### config.mk
export PLATFORM = sky130hd
export DESIGN_NAME = rv32i_instr_encoder_flat
export DESIGN_NICKNAME = d
export VERILOG_FILES = /design/src/rtl/rv32i_pkg.sv /design/src/rtl/rv32i_instr_encoder_if.sv /design/src/rtl/rv32i_field_pack.sv /design/src/rtl/rv32i_instr_encoder.sv /design/src/flat_wrapper.sv
export SDC_FILE = /design/constraint.sdc
export NUM_CORES = 1
export LEC_CHECK = 0
export CORE_MARGIN = 1
export CORE_UTILIZATION = 51
export CTS_CLUSTER_SIZE = 40
export DETAILED_ROUTE_END_ITERATION = 12
export GPL_TIMING_DRIVEN = 0
export PLACE_DENSITY = 0.81
export SYNTH_ARGS = -nofsm -noshare
export SYNTH_HDL_FRONTEND = slang
export SYNTH_SLANG_ARGS = --single-unit
### constraint.sdc
create_clock -name i_clk -period 1.8 [get_ports i_clk]
set_input_delay 0.36 -clock i_clk [delete_from_list [all_inputs] [get_ports i_clk]]
set_output_delay 0.36 -clock i_clk [all_outputs]
set_load 0.05 [all_outputs]
### src/rtl/rv32i_pkg.sv
// rv32i_pkg: shared RV32I encoder types, opcodes, NOP and immediate-range helper
package rv32i_pkg;
   typedef enum logic [3:0] {
      CLS_RTYPE  = 4'd0,
      CLS_ITYPE  = 4'd1,
      CLS_LOAD   = 4'd2,
      CLS_STORE  = 4'd3,
      CLS_BRANCH = 4'd4,
      CLS_LUI    = 4'd5,
      CLS_AUIPC  = 4'd6,
      CLS_JAL    = 4'd7,
      CLS_JALR   = 4'd8
   } op_class_e;
   localparam logic [6:0] OPC_RTYPE  = 7'b0110011;
   localparam logic [6:0] OPC_ITYPE  = 7'b0010011;
   localparam logic [6:0] OPC_LOAD   = 7'b0000011;
   localparam logic [6:0] OPC_STORE  = 7'b0100011;
   localparam logic [6:0] OPC_BRANCH = 7'b1100011;
   localparam logic [6:0] OPC_LUI    = 7'b0110111;
   localparam logic [6:0] OPC_AUIPC  = 7'b0010111;
   localparam logic [6:0] OPC_JAL    = 7'b1101111;
   localparam logic [6:0] OPC_JALR   = 7'b1100111;
   localparam logic [31:0] NOP = 32'h0000_0013;
   typedef struct packed {
      logic [3:0]  op_class;
      logic [2:0]  funct3;
      logic        alt;
      logic [4:0]  rd;
      logic [4:0]  rs1;
      logic [4:0]  rs2;
      logic [31:0] imm;
   } op_desc_t;
   // true when v survives truncation to a bits-wide signed field
   function automatic logic fits_signed(input logic [31:0] v, input int bits);
      logic [31:0] s;
      s = $signed(v) >>> (bits - 1);
      return s == '0 || s == '1;
   endfunction
endpackage

### src/rtl/rv32i_instr_encoder_if.sv
// rv32i_instr_encoder_if: descriptor handshake, flush and instruction-memory write port
interface rv32i_instr_encoder_if #(parameter int ADDR_W = 12);
   logic              i_op_valid;
   logic              o_op_ready;
   logic [3:0]        i_op_class;
   logic [2:0]        i_funct3;
   logic              i_alt;
   logic [4:0]        i_rd;
   logic [4:0]        i_rs1;
   logic [4:0]        i_rs2;
   logic [31:0]       i_imm;
   logic              i_flush;
   logic              o_wr_valid;
   logic              i_wr_ready;
   logic [ADDR_W-1:0] o_wr_addr;
   logic [31:0]       o_wr_data;
   logic              o_err;
   modport slave (
      input  i_op_valid, i_op_class, i_funct3, i_alt, i_rd, i_rs1, i_rs2, i_imm, i_flush, i_wr_ready,
      output o_op_ready, o_wr_valid, o_wr_addr, o_wr_data, o_err
   );
   modport master (
      output i_op_valid, i_op_class, i_funct3, i_alt, i_rd, i_rs1, i_rs2, i_imm, i_flush, i_wr_ready,
      input  o_op_ready, o_wr_valid, o_wr_addr, o_wr_data, o_err
   );
endinterface

### src/rtl/rv32i_field_pack.sv
// rv32i_field_pack: combinational RV32I field packing of one descriptor
// RV32I_ENC_ILLEGAL_CHECK_EN: replace unrepresentable descriptors with NOP and flag err.
module rv32i_field_pack
   import rv32i_pkg::*;
(
   input  logic [3:0]  op_class,
   input  logic [2:0]  funct3,
   input  logic        alt,
   input  logic [4:0]  rd,
   input  logic [4:0]  rs1,
   input  logic [4:0]  rs2,
   input  logic [31:0] imm,
   output logic [31:0] instr,
   output logic        err
);
   logic [6:0] f7;
   logic       shift;
   logic       bad;
   assign f7 = alt ? 7'b0100000 : 7'b0;
   assign shift = funct3[1:0] == 2'b01;
`ifdef RV32I_ENC_ILLEGAL_CHECK_EN
   always_comb begin
      bad = 1'b0;
      case (op_class)
         CLS_RTYPE:         bad = alt && funct3 != 3'b000 && funct3 != 3'b101;
         CLS_ITYPE:         bad = (alt && funct3 != 3'b101) || (shift ? imm[31:5] != '0 : !fits_signed(imm, 12));
         CLS_LOAD:          bad = funct3 == 3'b011 || funct3[2:1] == 2'b11 || !fits_signed(imm, 12);
         CLS_STORE:         bad = funct3 > 3'b010 || !fits_signed(imm, 12);
         CLS_BRANCH:        bad = funct3[2:1] == 2'b01 || !fits_signed(imm, 13) || imm[0];
         CLS_LUI, CLS_AUIPC: bad = imm[11:0] != '0;
         CLS_JAL:           bad = !fits_signed(imm, 21) || imm[0];
         CLS_JALR:          bad = funct3 != 3'b000 || !fits_signed(imm, 12);
         default:           bad = 1'b0;
      endcase
   end
`else
   assign bad = 1'b0;
`endif
   always_comb begin
      instr = NOP;
      err = 1'b0;
      case (op_class)
         CLS_RTYPE:  instr = {f7, rs2, rs1, funct3, rd, OPC_RTYPE};
         CLS_ITYPE:  instr = shift ? {f7, imm[4:0], rs1, funct3, rd, OPC_ITYPE} : {imm[11:0], rs1, funct3, rd, OPC_ITYPE};
         CLS_LOAD:   instr = {imm[11:0], rs1, funct3, rd, OPC_LOAD};
         CLS_STORE:  instr = {imm[11:5], rs2, rs1, funct3, imm[4:0], OPC_STORE};
         CLS_BRANCH: instr = {imm[12], imm[10:5], rs2, rs1, funct3, imm[4:1], imm[11], OPC_BRANCH};
         CLS_LUI:    instr = {imm[31:12], rd, OPC_LUI};
         CLS_AUIPC:  instr = {imm[31:12], rd, OPC_AUIPC};
         CLS_JAL:    instr = {imm[20], imm[10:1], imm[11], imm[19:12], rd, OPC_JAL};
         CLS_JALR:   instr = {imm[11:0], rs1, funct3, rd, OPC_JALR};
         default:    err = 1'b1;
      endcase
      if (bad) begin
         instr = NOP;
         err = 1'b1;
      end
   end
endmodule

### src/rtl/rv32i_instr_encoder.sv
// rv32i_instr_encoder: 2-stage valid/ready RV32I encoder feeding an instruction-memory write port
// RV32I_ENC_ILLEGAL_CHECK_EN enables illegal-descriptor rejection inside rv32i_field_pack.
module rv32i_instr_encoder
   import rv32i_pkg::*;
#(
   parameter int ADDR_W    = 12,
   parameter int BASE_ADDR = 0
) (
   input logic                  i_clk,
   input logic                  i_rst_n,
   rv32i_instr_encoder_if.slave bus
);
   op_desc_t    s1;
   logic        s1_valid;
   logic        adv;
   logic        op_hs;
   logic        pack_err;
   logic [31:0] pack_instr;
   assign adv = !bus.o_wr_valid || bus.i_wr_ready;
   assign bus.o_op_ready = i_rst_n && !bus.i_flush && (!s1_valid || adv);
   assign op_hs = bus.i_op_valid && bus.o_op_ready;
   rv32i_field_pack u_pack (
      .op_class (s1.op_class),
      .funct3   (s1.funct3),
      .alt      (s1.alt),
      .rd       (s1.rd),
      .rs1      (s1.rs1),
      .rs2      (s1.rs2),
      .imm      (s1.imm),
      .instr    (pack_instr),
      .err      (pack_err)
   );
   // o_wr_addr doubles as the write pointer: it only moves on a write handshake
   always_ff @(posedge i_clk or negedge i_rst_n) begin
      if (!i_rst_n) begin
         s1 <= '0;
         s1_valid <= 1'b0;
         bus.o_wr_valid <= 1'b0;
         bus.o_wr_data <= '0;
         bus.o_wr_addr <= ADDR_W'(BASE_ADDR);
         bus.o_err <= 1'b0;
      end else if (bus.i_flush) begin
         s1_valid <= 1'b0;
         bus.o_wr_valid <= 1'b0;
         bus.o_wr_addr <= ADDR_W'(BASE_ADDR);
         bus.o_err <= 1'b0;
      end else begin
         if (op_hs) begin
            s1 <= {bus.i_op_class, bus.i_funct3, bus.i_alt, bus.i_rd, bus.i_rs1, bus.i_rs2, bus.i_imm};
            s1_valid <= 1'b1;
         end else if (adv) begin
            s1_valid <= 1'b0;
         end
         if (adv) bus.o_wr_valid <= s1_valid;
         if (adv && s1_valid) begin
            bus.o_wr_data <= pack_instr;
            bus.o_err <= bus.o_err || pack_err;
         end
         if (bus.o_wr_valid && bus.i_wr_ready) bus.o_wr_addr <= bus.o_wr_addr + 1'b1;
      end
   end
endmodule

### src/flat_wrapper.sv
// flat-port wrapper written by rule: the top's interface ports become plain ports
module rv32i_instr_encoder_flat import rv32i_pkg::*;
#(
   parameter int ADDR_W    = 12,
   parameter int BASE_ADDR = 0
)
  (i_clk, i_rst_n, bus_i_op_valid, bus_i_op_class, bus_i_funct3, bus_i_alt, bus_i_rd, bus_i_rs1, bus_i_rs2, bus_i_imm, bus_i_flush, bus_i_wr_ready, bus_o_op_ready, bus_o_wr_valid, bus_o_wr_addr, bus_o_wr_data, bus_o_err);
  rv32i_instr_encoder_if #(.ADDR_W(ADDR_W)) bus_i ();
  input logic i_clk;
  input logic i_rst_n;
  input wire logic [$bits(bus_i.i_op_valid)-1:0] bus_i_op_valid;
  input wire logic [$bits(bus_i.i_op_class)-1:0] bus_i_op_class;
  input wire logic [$bits(bus_i.i_funct3)-1:0] bus_i_funct3;
  input wire logic [$bits(bus_i.i_alt)-1:0] bus_i_alt;
  input wire logic [$bits(bus_i.i_rd)-1:0] bus_i_rd;
  input wire logic [$bits(bus_i.i_rs1)-1:0] bus_i_rs1;
  input wire logic [$bits(bus_i.i_rs2)-1:0] bus_i_rs2;
  input wire logic [$bits(bus_i.i_imm)-1:0] bus_i_imm;
  input wire logic [$bits(bus_i.i_flush)-1:0] bus_i_flush;
  input wire logic [$bits(bus_i.i_wr_ready)-1:0] bus_i_wr_ready;
  output wire logic [$bits(bus_i.o_op_ready)-1:0] bus_o_op_ready;
  output wire logic [$bits(bus_i.o_wr_valid)-1:0] bus_o_wr_valid;
  output wire logic [$bits(bus_i.o_wr_addr)-1:0] bus_o_wr_addr;
  output wire logic [$bits(bus_i.o_wr_data)-1:0] bus_o_wr_data;
  output wire logic [$bits(bus_i.o_err)-1:0] bus_o_err;
  assign bus_i.i_op_valid = bus_i_op_valid;
  assign bus_i.i_op_class = bus_i_op_class;
  assign bus_i.i_funct3 = bus_i_funct3;
  assign bus_i.i_alt = bus_i_alt;
  assign bus_i.i_rd = bus_i_rd;
  assign bus_i.i_rs1 = bus_i_rs1;
  assign bus_i.i_rs2 = bus_i_rs2;
  assign bus_i.i_imm = bus_i_imm;
  assign bus_i.i_flush = bus_i_flush;
  assign bus_i.i_wr_ready = bus_i_wr_ready;
  assign bus_o_op_ready = bus_i.o_op_ready;
  assign bus_o_wr_valid = bus_i.o_wr_valid;
  assign bus_o_wr_addr = bus_i.o_wr_addr;
  assign bus_o_wr_data = bus_i.o_wr_data;
  assign bus_o_err = bus_i.o_err;
  rv32i_instr_encoder #(.ADDR_W(ADDR_W), .BASE_ADDR(BASE_ADDR)) u_core (.i_clk(i_clk), .i_rst_n(i_rst_n), .bus(bus_i));
endmodule
### Word level (Yosys, flattened, before mapping)

Cells that the tools add are included.

| cells by class | value |
|---|---|
| equality and inequality tests | 9 |
| mux-type cells | 13 |
| bitwise logic cells | 1 |
| reductions and logical operators | 19 |
| add/subtract/negate cells | 1 |

Operator list:

| kind | count |
|---|---|
| one-hot mux 32 bit (9 select lines) | 1 |
| 2-to-1 mux 32 bit | 1 |
| 2-to-1 mux 12 bit | 2 |
| == test 4 x 3 -> 1 bit, second input constant | 4 |
| adder 12 x 1 -> 12 bit, second input constant | 1 |
| OR reduction 9 bit | 1 |
| == test 4 x 2 -> 1 bit, second input constant | 2 |
| 2-to-1 mux 1 bit | 8 |
| 2-to-1 mux 6 bit | 1 |
| nonzero test 2 bit | 3 |
| logical AND 1 bit | 5 |
| == test 4 x 1 -> 1 bit, second input constant | 1 |
| == test 4 bit, second input constant | 1 |
| logical NOT 4 bit | 1 |
| AND reduction 2 bit | 2 |
| logical NOT 1 bit | 3 |
| logical OR 1 bit | 3 |
| nonzero test 3 bit | 1 |
| == test 2 x 1 -> 1 bit, second input constant | 1 |
| inverter 1 bit | 1 |

| storage, ports and cells | value |
|---|---|
| register bits | 102 |

### Depth between registers and ports, before layout

| logic depth | value |
|---|---|
| depth after elaboration | 7 |
| mapped depth | 7 |
| mapped depth without buffers | 5 |

### By module

Synthesis repeated with hierarchy kept, for this count alone.

| second synthesis, totals | value |
|---|---|
| cell total of the unflattened synthesis | 384 |
| area, all modules | 4992.3 µm² |

Modules (own cells, without submodules):

| module | cells an instance | instances | area an instance (µm²) |
|---|---|---|---|
| rv32i_instr_encoder | 260 | 1 | 4146.5 |
| rv32i_field_pack | 124 | 1 | 845.8 |

### Least setup slack after synthesis

Ideal clock, no wire load.

| timing | value |
|---|---|
| kind | reg-to-reg |
| from | register u_core.bus.o_wr_valid |
| to | register u_core.s1[13] (netlist bit) |
| cell stages (with the launch flop) | 7 |
| path buffers | 2 |
| data arrival time | 2132 ps |
| path slack | -460 ps |
| library setup time | 128 ps |
| cell sequence | dfrtp_1 -> nor2b_2 -> a21oi_2 -> nand2_1 -> buf_4 -> buf_4 -> mux2_1 |

| on the way | value |
|---|---|
| cells in the longest elaborated chain, start to end | 6 |

RTL lines:

| element | RTL line | RTL |
|---|---|---|
| from (decl) | rv32i_instr_encoder_if.sv:20 | `output o_op_ready, o_wr_valid, o_wr_addr, o_wr_data, o_err` |
| from (signal assigned) | rv32i_instr_encoder.sv:54 | `if (adv) bus.o_wr_valid <= s1_valid;` |
| logical NOT 1 bit | rv32i_instr_encoder.sv:19 | `assign adv = !bus.o_wr_valid \|\| bus.i_wr_ready;` |
| logical OR 1 bit | rv32i_instr_encoder.sv:19 |  |
| logical OR 1 bit | rv32i_instr_encoder.sv:20 | `assign bus.o_op_ready = i_rst_n && !bus.i_flush && (!s1_valid \|\| adv);` |
| logical AND 1 bit | rv32i_instr_encoder.sv:20 |  |
| net bus_o_op_ready | flat_wrapper.sv:21 | `output wire logic [$bits(bus_i.o_op_ready)-1:0] bus_o_op_ready;` |
| logical AND 1 bit | rv32i_instr_encoder.sv:21 | `assign op_hs = bus.i_op_valid && bus.o_op_ready;` |
| AND reduction 2 bit (no line) | n/a |  |
| to (signal assigned) | rv32i_instr_encoder.sv:49 | `s1 <= {bus.i_op_class, bus.i_funct3, bus.i_alt, bus.i_rd, bus.i_rs1, bus.i_rs2, bus.i_imm};` |
| to (decl) | rv32i_instr_encoder.sv:13 | `op_desc_t s1;` |

The timed path passes the listed nets, and every way through them passes these cells.
A chain may end at the register's enable or synchronous reset.

### Final worst setup path

| timing | value |
|---|---|
| from | register u_core.bus.o_wr_valid |
| to | output bus_o_op_ready |

| on the way | value |
|---|---|
| cells in the longest elaborated chain, start to end | 4 |

RTL lines:

| element | RTL line |
|---|---|
| logical NOT 1 bit | rv32i_instr_encoder.sv:19 |
| logical OR 1 bit | rv32i_instr_encoder.sv:19 |
| logical OR 1 bit | rv32i_instr_encoder.sv:20 |
| logical AND 1 bit | rv32i_instr_encoder.sv:20 |
| to (decl) | flat_wrapper.sv:21 |

No other way between the ends.

==> impl_metrics.toml <==
[final_layout]
num_antenna_cells = 0
nets = 588
drive_gt1_share_pct = 16.9
post-route-cell-area_um2 = 6200
stdcell_count = 639
areaGrowthSynthToFinish_pct = 29.8

[clock_tree]
cts_inserted_buffers = 9
cts_tree = "done"
clkLatencyLatePin_ns = 0.36
htree_num_levels = 3
cts_root_buffer = "clkbuf_8"
clock_path_buffers = 2
clkTransAtPathRegs_ns = 0.10
cts_num_sinks = 101

[grt]
grt_pass1_vias = 3811
antenna_found_initial = 0
grt_pass1_wl_mm = 19.1
overflow = 0
grt_max_degree = 63
grt_usage_pct = 25.3

[sta]
tightest_slew_ns = 0.609
hold_ws_ns = -0.143
drv_slew = 0
fmax_mhz = 569
final-setup-viol-count = 0
timing.final.crit_share_pct = 97.7
skew_ns = 0.0128
post-route-min-period_ns = 1.76
rsz0062_at_grt = "no"
slew_headroom_pct = 59.4
finalHoldViolCount = 60

[logic_synthesis]
synth-seq-cells = 101
syn_avg_cell_area_um2 = 11.7
netlist_area_um2 = 4780
post_synth_num_cell_types = 57
synthFlopType = "dfrtp_1"
yosysSeqAreaShare_pct = 52.9
ys_async_sr_fraction_pct = 100
synthCells = 408
synth_warnings = 0
synth_edf_count = 0
syn_nets = 469

[route]
antenna_left = 0
routed_wl_mm = 11.5
drc = 0
drtIter0Drc = 231
vias_per_cell = 5.78
wl_per_cell_um = 17.9
via_count = 3692
drt_pass1_iterations = 10

[power_and_ir_drop]
cellPowerDensity_nw_per_um2 = 1100
ir_worst_vdd_v = 0.000876
leakage_uw = 0.00274

[worst_setup_path]
critPathCaptureType = "output pin"
worst-path-max-fanout = 6
critPathKind = "reg -> out"
critical_path_arrival_ns = 1.40
setup.worst_path.start_class = "register"
cp_data_required_time_ns = 1.44

[outcome]
violations = "hold timing"
outcome = "complete, but fails checks"

[floorplanning]
io_pins = 107
core-area_um2 = 8890
die_height_um = 98.8
die_w_um = 98.8
dieArea_um2 = 9760
placementRows = 34
start_util_pct = 53.8

[placed_design]
dp.cells = 623
place_congestion = 0.885
placed_area_um2 = 6030
port_buffers = 106
hpwl_mm = 8.24

[job]
cap_violations = 0

[min_path]
hold_class = "in -> async"
[cells by family after synthesis]
logic type                 Yosys count  share of synthesized area [%]
and+or+nand+nor                    119                           13.0
DFF                                101                           52.9
AOI/OAI and AO/OA                   78                           13.0
muxes                               62                           14.5
buffers and inverters               36                           4.40
xor gates and xnor gates            11                           2.02
adders and majority gates            1                          0.262
[routing by layer]
| layer | part of all wire, % | vias up | global-route usage [%] |
|---|---|---|---|
| li1 | - | 1702 | - |
| met4 | 1.4 | 0 | 10.4 |
| met5 | 0 | - | 0 |
| met1 | 42 | 1825 | 33.4 |
| met2 | 50 | 151 | 42.4 |
| met3 | 6.4 | 14 | 3.19 |
[synthesized netlist by cell type (8+ instances only)]
| library cell | number | area share (%) |
|---|---|---|
| a31oi_1 | 8 | 1.0 |
| dfrtp_1 | 101 | 53 |
| a221o_1 | 9 | 1.9 |
| nor2_1 | 42 | 3.3 |
| o21ai_0 | 9 | 0.94 |
| a21oi_1 | 8 | 0.84 |
| mux2_2 | 27 | 6.4 |
| nor2b_1 | 10 | 1.3 |
| xor2_1 | 9 | 1.6 |
| a221oi_1 | 12 | 2.2 |
| mux2_1 | 29 | 6.8 |
| buf_2 | 9 | 0.94 |
| buf_4 | 9 | 1.4 |
| nand2_1 | 22 | 1.7 |
[cell usage in the layout (no fill, tap or decap), types with 3 or more instances in the layout]
master / count
a211o_1: 5
a21oi_1: 8
a221o_1: 9
a221oi_1: 11
a2bb2oi_1: 5
a311oi_1: 3
a31oi_1: 8
and2_0: 6
and2_1: 4
and3_1: 3
buf_2: 7
buf_4: 6
buf_6: 9
clkbuf_1: 3
clkbuf_2: 5
clkbuf_8: 10
clkdlybuf4s50_1: 56
dfrtp_1: 99
dlygate4sd2_1: 48
inv_1: 5
mux2_1: 28
mux2_2: 27
mux2i_1: 6
nand2_1: 21
nand2b_1: 6
nand3_1: 7
nand4_1: 4
nor2_1: 42
nor2b_1: 10
o21ai_0: 9
xor2_1: 9
[through the flow]
step	util [%]	setup TNS [ns]	total power, uW	worst slack (ns)
finish	69.8	0	6830	0.0412
detailed placement	67.8	-34.80	5700	-0.798
CTS	69.3	0	6830	0.0201
floorplan	-	-1.62	4760	-0.0529
global route	69.8	0	7200	0.000286
global placement	67.6	-562.01	5620	-4.20
[critical path: stages, from the launching register on]
cell and delay [ns]:
dfrtp_2 0.45, nor2b_4 0.16, a21oi_4 0.15, buf_2 0.29
[final timing paths]
path / from / end / slack, ns / cells after the start
setup / recovery: u_core.bus.o_wr_valid / bus_o_op_ready / 0.04 / 3
hold / removal: i_rst_n / u_core.s1[16] / -0.14 / 1
setup reg to reg: u_core.s1[53] / u_core.bus.o_wr_data[27] / 0.06 / 5
hold reg to reg: u_core.bus.o_wr_data[3] / u_core.bus.o_wr_data[3] / 0.49 / 2
max in group asynchronous: i_rst_n / u_core.s1[53] / 1.40 / 2
min in group i_clk: bus_i_flush / u_core.bus.o_wr_addr[11] / 0.45 / 2
[area by class of cell]
class / count / area, um2
Inverter: 5 / 18.8
Clock inverter: 5 / 37.5
Sequential cell: 101 / 2530
Clock buffer: 10 / 138
Tap cell: 108 / 135
Buffer: 31 / 224
Fill cell: 684 / 2690
Multi-Input combinational cell: 271 / 2090
Timing Repair Buffer: 108 / 1030
[state kept, by name (all words and copies together) (netlist names)]
register and count:
u_core.s1_valid 1, u_core.bus.o_wr_addr 12, u_core.bus.o_wr_data 31, u_core.s1 55, u_core.bus.o_err 1, u_core.bus.o_wr_valid 1
[power by group]
| group | switching [uW] | internal, uW |
|---|---|---|
| Sequential | 309 | 2710 |
| Combinational | 1570 | 956 |
| Clock | 753 | 535 |
[what timing repair did]
| item | in CTS | in global routing |
|---|---|---|
| pin swaps | 1 | 1 |
| endpoints found under the setup margin | 105 | 17 |
| gates resized for setup | 58 | 14 |
| endpoints found under the hold margin | 60 | 60 |
| buffers inserted | 0 | 1 |
No activity file was read; power rests on OpenSTA's default activity.
